--- config.mk ---
export PLATFORM = sky130hd
export DESIGN_NAME = sc_io_hex_display
export DESIGN_NICKNAME = d
export VERILOG_FILES = /design/src/rtl/sc_io_hex_display_pkg.sv /design/src/rtl/sc_io_hex_display_seg7_decoder.sv /design/src/rtl/sc_io_hex_display.sv
export SDC_FILE = /design/constraint.sdc
export NUM_CORES = 1
export LEC_CHECK = 0
export CAP_MARGIN = 40
export CORE_ASPECT_RATIO = 0.7
export CORE_UTILIZATION = 40
export DETAILED_ROUTE_END_ITERATION = 10
export SYNTH_ARGS = -nofsm -noshare
export SYNTH_HDL_FRONTEND = slang
export SYNTH_HIERARCHICAL = 1
export SYNTH_SLANG_ARGS = --single-unit
--- constraint.sdc ---
create_clock -name clock -period 2.3 [get_ports clock]
set_clock_uncertainty 0.2 [all_clocks]
set_input_delay 0.46 -clock clock [delete_from_list [all_inputs] [get_ports clock]]
set_output_delay 0.46 -clock clock [all_outputs]
set_load 0.05 [all_outputs]
--- src/rtl/sc_io_hex_display_pkg.sv ---
// Shared definitions for the HEX display consumer: FSM states and segment codes.
// Latency: n/a (types, constants and a pure combinational helper only).
// Backpressure: n/a.
package sc_io_hex_display_pkg;

  typedef enum logic [1:0] {
    S_IDLE  = 2'd0,
    S_SHIFT = 2'd1,
    S_DONE  = 2'd2
  } state_t;

  // Active-low segment codes, bit order gfedcba.
  localparam logic [6:0] SEG_0     = 7'h40;
  localparam logic [6:0] SEG_1     = 7'h79;
  localparam logic [6:0] SEG_2     = 7'h24;
  localparam logic [6:0] SEG_3     = 7'h30;
  localparam logic [6:0] SEG_4     = 7'h19;
  localparam logic [6:0] SEG_5     = 7'h12;
  localparam logic [6:0] SEG_6     = 7'h02;
  localparam logic [6:0] SEG_7     = 7'h78;
  localparam logic [6:0] SEG_8     = 7'h00;
  localparam logic [6:0] SEG_9     = 7'h10;
  localparam logic [6:0] SEG_DASH  = 7'h3F;
  localparam logic [6:0] SEG_BLANK = 7'h7F;

  // BCD digit to segment pattern; non-decimal codes render blank.
  function automatic logic [6:0] seg_encode(input logic [3:0] d);
    case (d)
      4'd0:    seg_encode = SEG_0;
      4'd1:    seg_encode = SEG_1;
      4'd2:    seg_encode = SEG_2;
      4'd3:    seg_encode = SEG_3;
      4'd4:    seg_encode = SEG_4;
      4'd5:    seg_encode = SEG_5;
      4'd6:    seg_encode = SEG_6;
      4'd7:    seg_encode = SEG_7;
      4'd8:    seg_encode = SEG_8;
      4'd9:    seg_encode = SEG_9;
      default: seg_encode = SEG_BLANK;
    endcase
  endfunction

endpackage

--- src/rtl/sc_io_hex_display_seg7_decoder.sv ---
// Purpose: one BCD digit to an active-low gfedcba 7-segment pattern.
// Latency: combinational. Backpressure: none.
// Ports: bcd (4-bit digit in), seg (7-bit active-low segments out).
module sc_io_hex_display_seg7_decoder
  import sc_io_hex_display_pkg::*;
(
  input  logic [3:0] bcd,
  output logic [6:0] seg
);

  always_comb begin
    seg = seg_encode(bcd);
  end

endmodule

--- src/rtl/sc_io_hex_display.sv ---
// Purpose: converts the CPU output-port word to decimal (shift-add-3) and drives HEX displays.
// Latency: 33 clocks capture->upd in range, 1 clock on overflow. Backpressure: none;
//          input changes seen mid-conversion are picked up at the next IDLE (newest value wins).
// Ports: clock, resetn (async active-low), value[31:0] in; hex[7*DIGITS-1:0] (digit k at
//        [7k+6:7k], active-low gfedcba), busy, upd (one-cycle update pulse), ovf out.
module sc_io_hex_display
  import sc_io_hex_display_pkg::*;
#(
  parameter int DIGITS = 6,
  parameter bit LZB    = 1'b1
) (
  input  logic                  clock,
  input  logic                  resetn,
  input  logic [31:0]           value,
  output logic [7*DIGITS-1:0]   hex,
  output logic                  busy,
  output logic                  upd,
  output logic                  ovf
);

  localparam int          BW  = 4 * DIGITS;
  localparam logic [31:0] MAX = 32'(10 ** DIGITS - 1);

  state_t             state_q, state_d;
  logic [31:0]        sh_q, sh_d;
  logic [31:0]        last_q, last_d;
  logic               first_q, first_d;
  logic [BW-1:0]      bcd_q, bcd_d;
  logic [4:0]         cnt_q, cnt_d;
  logic               ovf_pend_q, ovf_pend_d;
  logic [7*DIGITS-1:0] hex_d;
  logic               busy_d, upd_d, ovf_d;

  logic [BW-1:0]       bcd_adj;
  logic [7*DIGITS-1:0] disp;

  // Add-3 correction applied to every digit before each shift.
  always_comb begin
    bcd_adj = bcd_q;
    for (int k = 0; k < DIGITS; k++) begin
      if (bcd_q[4*k +: 4] >= 4'd5) begin
        bcd_adj[4*k +: 4] = bcd_q[4*k +: 4] + 4'd3;
      end
    end
  end

  // Per-digit decode plus leading-zero blanking. A digit is blanked when it and
  // every digit above it are zero; digit 0 always shows.
  genvar g;
  generate
    for (g = 0; g < DIGITS; g++) begin : g_digit
      logic [6:0] seg;
      logic       upper_zero;
      logic       blank;

      sc_io_hex_display_seg7_decoder u_dec (
        .bcd (bcd_q[4*g +: 4]),
        .seg (seg)
      );

      assign upper_zero = (bcd_q[BW-1:4*g] == '0);
      if (g == 0) begin : g_lsd
        assign blank = 1'b0;
      end else begin : g_upper
        assign blank = LZB && upper_zero;
      end
      assign disp[7*g +: 7] = blank ? SEG_BLANK : seg;
    end
  endgenerate

  always_comb begin
    state_d    = state_q;
    sh_d       = sh_q;
    last_d     = last_q;
    first_d    = first_q;
    bcd_d      = bcd_q;
    cnt_d      = cnt_q;
    ovf_pend_d = ovf_pend_q;
    hex_d      = hex;
    ovf_d      = ovf;
    upd_d      = 1'b0;

    case (state_q)
      S_IDLE: begin
        if (first_q || (value != last_q)) begin
          sh_d    = value;
          last_d  = value;
          first_d = 1'b0;
          bcd_d   = '0;
          cnt_d   = '0;
          if (value > MAX) begin
            ovf_pend_d = 1'b1;
            state_d    = S_DONE;
          end else begin
            ovf_pend_d = 1'b0;
            state_d    = S_SHIFT;
          end
        end
      end
      S_SHIFT: begin
        {bcd_d, sh_d} = {bcd_adj[BW-2:0], sh_q, 1'b0};
        // A digit carried out of the top would mean a wrong display; treat it
        // as overflow. Unreachable for value <= MAX.
        ovf_pend_d = ovf_pend_q | bcd_adj[BW-1];
        cnt_d      = cnt_q + 5'd1;
        if (cnt_q == 5'd31) begin
          state_d = S_DONE;
        end
      end
      S_DONE: begin
        hex_d   = ovf_pend_q ? {DIGITS{SEG_DASH}} : disp;
        ovf_d   = ovf_pend_q;
        upd_d   = 1'b1;
        state_d = S_IDLE;
      end
      default: begin
        state_d = S_IDLE;
      end
    endcase

    busy_d = (state_d != S_IDLE);
  end

  always_ff @(posedge clock or negedge resetn) begin
    if (!resetn) begin
      state_q    <= S_IDLE;
      sh_q       <= '0;
      last_q     <= '0;
      first_q    <= 1'b1;
      bcd_q      <= '0;
      cnt_q      <= '0;
      ovf_pend_q <= 1'b0;
      hex        <= {DIGITS{SEG_BLANK}};
      busy       <= 1'b0;
      upd        <= 1'b0;
      ovf        <= 1'b0;
    end else begin
      state_q    <= state_d;
      sh_q       <= sh_d;
      last_q     <= last_d;
      first_q    <= first_d;
      bcd_q      <= bcd_d;
      cnt_q      <= cnt_d;
      ovf_pend_q <= ovf_pend_d;
      hex        <= hex_d;
      busy       <= busy_d;
      upd        <= upd_d;
      ovf        <= ovf_d;
    end
  end

endmodule

# After elaboration in Yosys (flattened, before gate mapping)
# Memories as Yosys holds them, arrays and structs flattened.
# Index checks and enable logic that the tools add are counted.
dict set report word_totals {
  regBits 142
  mem_bits_ro 672
  input_bits 34
  output_inout_bits 45
  wordCells 74
  n_memories 6
}
# memory words width read_ports rd_clocked_by_memory_dff wr line_no
set memory_table {}
lappend memory_table {{(no name shown)} 16 7 1 0 0 sc_io_hex_display_pkg.sv:28} ;# case (d)
lappend memory_table {{(no name shown)} 16 7 1 0 0 sc_io_hex_display_pkg.sv:28}
lappend memory_table {{(no name shown)} 16 7 1 0 0 sc_io_hex_display_pkg.sv:28}
lappend memory_table {{(no name shown)} 16 7 1 0 0 sc_io_hex_display_pkg.sv:28}
lappend memory_table {{(no name shown)} 16 7 1 0 0 sc_io_hex_display_pkg.sv:28}
lappend memory_table {{(no name shown)} 16 7 1 0 0 sc_io_hex_display_pkg.sv:28}
dict set report classes {
  n_addsub 7
  n_lt_le_gt_ge 7
  eq_ne 5
  muxes 26
  n_bitwise 1
  reduce_logical 11
}
# operator n
set ops {}
lappend ops {{$pmux W32 S2} 1}
lappend ops {{$pmux W24 S2} 1}
lappend ops {{$mux W42} 1}
lappend ops {{$mux W7} 5}
lappend ops {{$gt A32 B20 Y1 const B} 1}
lappend ops {{$mux W32} 1}
lappend ops {{$ne A32 B32 Y1} 1}
lappend ops {{$add A4 B2 Y4 const B} 6}
lappend ops {{$ge A4 B3 Y1 const B} 6}
lappend ops {{$mux W24} 1}
lappend ops {{$mux W4} 6}
lappend ops {{$logic_not A20 Y1} 1}
lappend ops {{$logic_not A16 Y1} 1}
lappend ops {{$logic_not A12 Y1} 1}
lappend ops {{$pmux W5 S2} 1}
lappend ops {{$logic_not A8 Y1} 1}
lappend ops {{$mux W2} 3}
lappend ops {{$add A5 B1 Y5 const B} 1}
lappend ops {{$eq A5 B5 Y1 const B} 1}
lappend ops {{$mux W5} 1}
lappend ops {{$logic_not A4 Y1} 1}
lappend ops {{$pmux W2 S2} 1}
lappend ops {{$reduce_and A2 Y1} 2}
lappend ops {{$reduce_bool A2 Y1} 2}
lappend ops {{other kinds (8)} 10}

# Longest topological paths before layout
dict set report depth {
  depth_word 5
  mapped_depth 8
}

# By module
# The synthesis kept the hierarchy.
# module instances cells_each area_each_um2 seq_area_each_um2
set by_module_without_submodules {}
lappend by_module_without_submodules {sc_io_hex_display 1 597 7016.7 3607.2}
lappend by_module_without_submodules {sc_io_hex_display_seg7_decoder 6 33 210.2 0.0}

# Worst setup path after synthesis
# OpenSTA, ideal clock, no wires.
dict set report synth_timing {
  path_kind {register to register}
  startpoint {reg bcd_q[21]}
  endpoint {reg hex[10]}
  arrival_ns 2.198
  required_time_ns 2.039
  setup_slack_ns -0.158
  stages_incl_launch_ff 9
  path_buffers 0
  cell_sequence {dfrtp_1 > inv_1 > ha_1 > nor3b_2 > nand4_1 > or4b_4 > nor4b_2 > nand2b_1 > o22a_1}
}
dict set report synth_between {
  elab_chain_cells 3
}
# item line_no
set synth_rtl {}
lappend synth_rtl {{start, declared} sc_io_hex_display.sv:28} ;# logic [BW-1:0] bcd_q, bcd_d;
lappend synth_rtl {{start signal, assigned} sc_io_hex_display.sv:130} ;# bcd_q <= '0;
lappend synth_rtl {{start signal, assigned} sc_io_hex_display.sv:142} ;# bcd_q <= bcd_d;
lappend synth_rtl {{$logic_not A20 Y1} sc_io_hex_display.sv:61} ;# assign upper_zero = (bcd_q[BW-1:4*g] == '0);
lappend synth_rtl {{$mux W7} sc_io_hex_display.sv:67} ;# assign disp[7*g +: 7] = blank ? SEG_BLANK : seg;
lappend synth_rtl {{$mux W42} sc_io_hex_display.sv:111} ;# hex_d = ovf_pend_q ? {DIGITS{SEG_DASH}} : disp;
lappend synth_rtl {{end signal, assigned} sc_io_hex_display.sv:133} ;# hex <= {DIGITS{SEG_BLANK}};
lappend synth_rtl {{end, declared} sc_io_hex_display.sv:15} ;# output logic [7*DIGITS-1:0] hex,
# Every way passes these cells.
# A chain may end at the register's enable or synchronous reset.

# Final worst setup path
dict set report layout_timing {
  startpoint {reg last_q[11]}
  endpoint {reg last_q[9]}
}
dict set report layout_between {
  elab_chain_cells 3
}
# item line_no
set layout_rtl {}
lappend layout_rtl {{start, declared} sc_io_hex_display.sv:26} ;# logic [31:0] last_q, last_d;
lappend layout_rtl {{start signal, assigned} sc_io_hex_display.sv:140} ;# last_q <= last_d;
lappend layout_rtl {{$ne A32 B32 Y1} sc_io_hex_display.sv:85} ;# if (first_q || (value != last_q)) begin
lappend layout_rtl {{$logic_or A1 B1 Y1} sc_io_hex_display.sv:85}
lappend layout_rtl {{$reduce_and A2 Y1 (no source line)} --}
# Every way passes these cells.

==> reports/metrics.cfg <==
[setup_path]
required_ps=2410
path_class=reg -> reg
worstPathMaxFanout=22
cp.arrival_ps=2620
end_kind=flip-flop
worst_path_max_delay_cell=dfrtp_1
startpoint_type=flip-flop
max_stage_delay_ps=410
crit_chain=xor2_2 -> nor4_2 -> buf_4 -> nand4_1 -> or3_4 -> and2_4 -> buf_12 -> mux2_4

[yosys]
yosysSeqAreaShare_pct=43.6
ys_types=44
synth_ff_type=dfrtp_1
synth_area_um2=8280
ys_ff_latch=142
async_flop_share_pct=100
avgSynthCellArea_um2=10.4
synth_edf_count=0
synth_warnings=6
syn_inst=795
syn_nets=877

[floorplan]
dieArea_um2=21300
core_um2=20000
fp-row-count=43
die_x_um=174
io-pin-count=79
start_util_pct=41.4
die_y_um=122

[placed_design]
placed_area_um2=9820
dp_cells=1185
dp_hpwl_mm=13.7
place_congestion=0.807
io_buffers=78

[sta]
finalMaxSlewViolations=0
timing_hold_violations_final=0
worst_slack_ps=-215
fmax_mhz=398
grt_setup_unrepaired=true
slew_headroom_pct=66.9
period_minus_slack_ps=2520
worst_slew_pin_slew_ps=495
setup_viol=104
final.setup.tns_ps=-17050
period_share_pct=109
hold_ws_ps=258

[drt]
post_drt_wl_per_cell_um=16.5
ant_nets=0
first_pass_iters=5
routed_wl_mm=20.2
drt-initial-drc-count=359
drcViolationCount=0
vias_per_cell=5.21
num_vias=6381

[clocking]
root_buffer=clkbuf_16
cts_tree=built
cts_buffers=17
path_clk_slew_ps=60
h-tree-depth=4
clock_path_buffers=2
clock-sinks=142
clock_latency_ps=420

[job]
maxCapViolations=0

[layout]
n_antenna_cell=0
final_cells=1224
final_nets=1023
final_cell_mix=buf_4, dfrtp_1, o21ai_0
finish.instance_area_um2=10600
drive_above_1_share_pct=29.7
area_delta_synth_final_pct=28.5
mostFrequentLayoutCell=buf_4

[grt]
grtUsageTotal_pct=19.9
grt_pass1_vias=6228
grt_first_pass_wirelength_mm=33.1
antenna_found_initial=0
grt_overflow=0
grt_max_degree=49

[pwr]
leakagePower_nw=4.76
ir_worst_vdd_mv=0.429
finalPower_mw=6.00
power.density_nw_per_um2=564

[min_path]
worst_hold_path_type=reg -> reg

[status]
status=finished with violations
violations=setup timing

==> Yosys cell counts (9+ instances only) <==
master	count	area share (%)
xnor2_1	9	0.95
nand2_1	55	2.5
a21oi_1	26	1.6
a22o_1	54	5.7
nor2_1	45	2.0
mux2_4	17	3.1
buf_6	12	1.6
dfstp_2	43	14
a211o_1	31	3.3
xor2_1	32	3.4
nor4_1	11	0.83
buf_2	12	0.73
nor3b_1	36	3.3
dfrtp_1	99	30
clkbuf_1	25	1.1
o22a_1	30	3.2
inv_1	32	1.5
ha_1	48	7.3
mux2_2	17	2.3
nand2b_1	35	2.6
o21ai_0	59	3.6
==> kinds of logic after synthesis <==
family / share of synthesized area, %
buffers and inverters: 4.94
DFF: 43.6
muxes: 5.40
AOI/OAI and AO/OA: 20.0
adders and majority gates: 7.26
and+or+nand+nor: 14.5
xor gates and xnor gates: 4.34
==> timing repair <==
| action | CTS | global route |
|---|---|---|
| cloned | 2 | 0 |
| pin swaps | 7 | 10 |
| setup endpoints to repair | 112 | 112 |
| resized for setup | 32 | 7 |
| hold endpoints to repair | 26 | 0 |
| hold buffers | 1 | 0 |
| buffers inserted | 3 | 2 |
==> report_power, final <==
group | internal (mW) | leakage (nW) | switching, mW
Sequential | 2.56 | 1.67 | 0.0446
Clock | 1.91 | 0.321 | 1.10
Combinational | 0.199 | 2.77 | 0.183
==> per-layer routing <==
| layer | vias to the layer above | track usage, % | share of wire (%) |
|---|---|---|---|
| met4 | 0 | 5.54 | 1.1 |
| met2 | 135 | 28.0 | 40 |
| met5 | - | 0 | 0 |
| met3 | 22 | 3.62 | 4.6 |
| li1 | 3152 | - | - |
| met1 | 3072 | 30.7 | 54 |
==> stage by stage <==
| step | utilization [%] | setup slack [ps] |
|---|---|---|
| floorplan | - | -34.1 |
| CTS | 52.9 | -186 |
| global placement | 49.1 | -733 |
| detailed placement | 49.1 | -786 |
| finish | 53.1 | -215 |
| global route | 53.1 | -316 |
==> sequential cells by signal (all words and copies together) (netlist names) <==
| register | count |
|---|---|
| ovf | 1 |
| bcd_q | 24 |
| cnt_q | 5 |
| sh_q | 32 |
| state_q | 2 |
| last_q | 32 |
| busy | 1 |
| hex | 42 |
| upd | 1 |
| ovf_pend_q | 1 |
| first_q | 1 |
==> worst max-delay path, delay by kind of cell, from the launching register on <==
kind / cells / cell delay (ps)
XOR/XNOR: 1 / 210
buffers and inverters: 2 / 320
flip-flops: 1 / 410
multiplexers: 1 / 310
AND/OR/NAND/NOR: 4 / 930
==> cell type report <==
type	count	area, µm²
well taps	270	338
flip-flops and latches	142	3610
fillers	1808	9380
clock inverters	9	125
inverters	32	120
clock buffers	23	519
multi-input cells	572	4410
repair buffers	176	1510
==> path summary, 6_finish.rpt <==
kind,startpoint,end,slack [ps],depth (start not counted)
worst max-delay path,last_q[11],last_q[9],-220,8
worst min-delay path,hex[2],hex[2],260,2
worst max register to register,last_q[11],last_q[9],-220,8
worst min register to register,hex[2],hex[2],260,2
max in group asynchronous,resetn,last_q[24],910,3
min in group asynchronous,resetn,upd,320,2
Power figures use the tool's default switching activity.
==> variant, RTL diff (same flow settings) <==
The parameter `DIGITS` goes from 6 to 7.
--- a/src/rtl/sc_io_hex_display.sv
+++ b/src/rtl/sc_io_hex_display.sv
@@ -6,7 +6,7 @@
 module sc_io_hex_display
   import sc_io_hex_display_pkg::*;
 #(
-  parameter int DIGITS = 6,
+  parameter int DIGITS = 7,
   parameter bit LZB    = 1'b1
 ) (
   input  logic                  clock,
Interface: changed (resized hex); port bits go from 79 to 86. The function was not compared with the original's and may differ.
==> variant against the original RTL <==
- the run still ends with setup timing left
- area after synthesis is 5.7% higher
- worst setup slack better by 0.15 ns
- design area is 8.6% higher
- count of clock-buffer cells in the layout is 5 lower
- die area is 5.6% higher
- core utilization is 1.7 points higher
- routed wire length is 9.0% higher
- maximum frequency is 6.2% higher
- sequential share of layout area is 0.26 points lower
- sequential cell count is 11 higher
- largest cell class unchanged
Power is not compared: it rests on default switching activity, and its combinational part moved more than twofold at a synthesized area within 25%.
==> variant: results (changes against the original RTL) <==
* Worst Path Arrival at 2.47 ns (was 2.62 ns)
* Final WS setup at -0.06815 ns (was -0.2154 ns)
* Pin count of the biggest net entering global routing at 52 (was 49)
* Share of layout cells above drive strength 1 at 33.21% (was 29.66%)
* Gr usage total at 20.23% (was 19.87%)
* Share of the yosys chip area belonging to registers at 44.49% (was 43.58%)
* Fillers at 1841 (was 1808)
* Biggest regs: hex x49, last_q x32, sh_q x32 (was hex x42, last_q x32, sh_q x32)
* First-pass GRT wire length at 35490 um (was 33150 um)
* M1 GR Usage at 32.91% (was 30.70%)
* Setup tns final at -1.371 ns (was -17.05 ns)
* Failing checks: setup timing (unchanged)
* GP Congestion at 0.8241 (was 0.8066)
* Met2 Use GR at 26.65% (was 27.98%)
* Setup violators final at 41 (was 104)
* Synth top cells by count: 103 x dfrtp_1, 73 x o21ai_0, 64 x nand2_1 (was 99 x dfrtp_1, 59 x o21ai_0, 55 x nand2_1)
* Vias at 6854 (was 6381)
* Met3 usage at 4.801% (was 3.625%)
* Mapped Nets at 948 (was 877)
* I/O Buffers at 85 (was 78)
* Status: complete, but fails checks (unchanged)
* Initial drt markers at 478 (was 359)
* Nets at 1117 (was 1023)
* Detail Placement HPWL at 14450 um (was 13660 um)
* Max VDD drop at roughly 0.57 mV
## variant: cell count changes in the layout (fill, tap and decap cells not counted), moves of 16 or more
cell             change
a22o_1              -51
nor3b_1             -34
and2_1              +32
a211o_1             -31
a221o_1             +30
xor2_2              +18
clkdlybuf4s50_1     -17
mux2_4              -16
nor2_1              +16
## variant: final cells by class
class	instances	share of cell area, %
Clock buffer	18	3.801
Clock inverter	13	1.126
Tap cell	276	2.989
Timing Repair Buffer	197	15.56
Multi-Input combinational cell	617	41.51
Inverter	41	1.332
Sequential cell	153	33.68
## variant: layer usage
metal	vias up	wire, um
li1	3358	-
met1	3317	11970
met2	163	8870
met3	16	1008
met4	0	196
met5	-	0
## variant: critical path, stage by stage, from the launching register on
cell and delay, ns:
dfrtp_1 0.39, xor2_1 0.15, buf_4 0.16, nor4_4 0.23
and4_4 0.29, a31oi_4 0.15, buf_6 0.17, clkbuf_16 0.15
a221o_1 0.34
## variant: final timing paths
path	startpoint	to	depth (start not counted)
min	hex[41]	hex[41]	2
max	last_q[25]	sh_q[3]	8
min reg2reg	hex[41]	hex[41]	2
max in group asynchronous	resetn	hex[46]	3
max reg2reg	last_q[25]	sh_q[3]	8
min in group asynchronous	resetn	upd	2
## variant: report_power, final
group          total, mW  leakage [nW]  switching [mW]  internal (mW)
clock network       2.75         0.267            1.14           1.61
logic              0.783          2.88           0.419          0.364
registers           2.95          1.81           0.104           2.84
## variant: stage by stage
stage	std cells	power (mW)	hold WS, ns	instance area (sq um)	setup slack (ns)
after detailed placement	1261	3.616	0.2345	10270	-0.6613
after floorplan	858	3.258	-0.03559	8746	0.02830
after global placement	1261	3.613	0.2331	10270	-0.6710
after global routing	1315	6.754	0.2958	11550	-0.1332
final	1315	6.481	0.2780	11550	-0.06815
after CTS	1306	6.500	0.2795	11270	-0.05614
## variant: timing repair
item                       CTS  global route
setup endpoints to repair   92           111
buffers inserted             9             6
resized for setup           73            42
pin swaps                   44            10
hold buffers                 1             0
hold endpoints to repair     7             0
gates cloned                 5             5
## variant: kinds of logic after synthesis
| family | after synthesis | synth area share [%] |
|---|---|---|
| simple gates | 253 | 15.26 |
| compound gates | 230 | 18.33 |
| xor+xnor | 45 | 4.506 |
| fa+ha+maj | 56 | 8.011 |
| flops | 153 | 44.49 |
| mux | 33 | 4.249 |
| buf+inv | 88 | 5.150 |
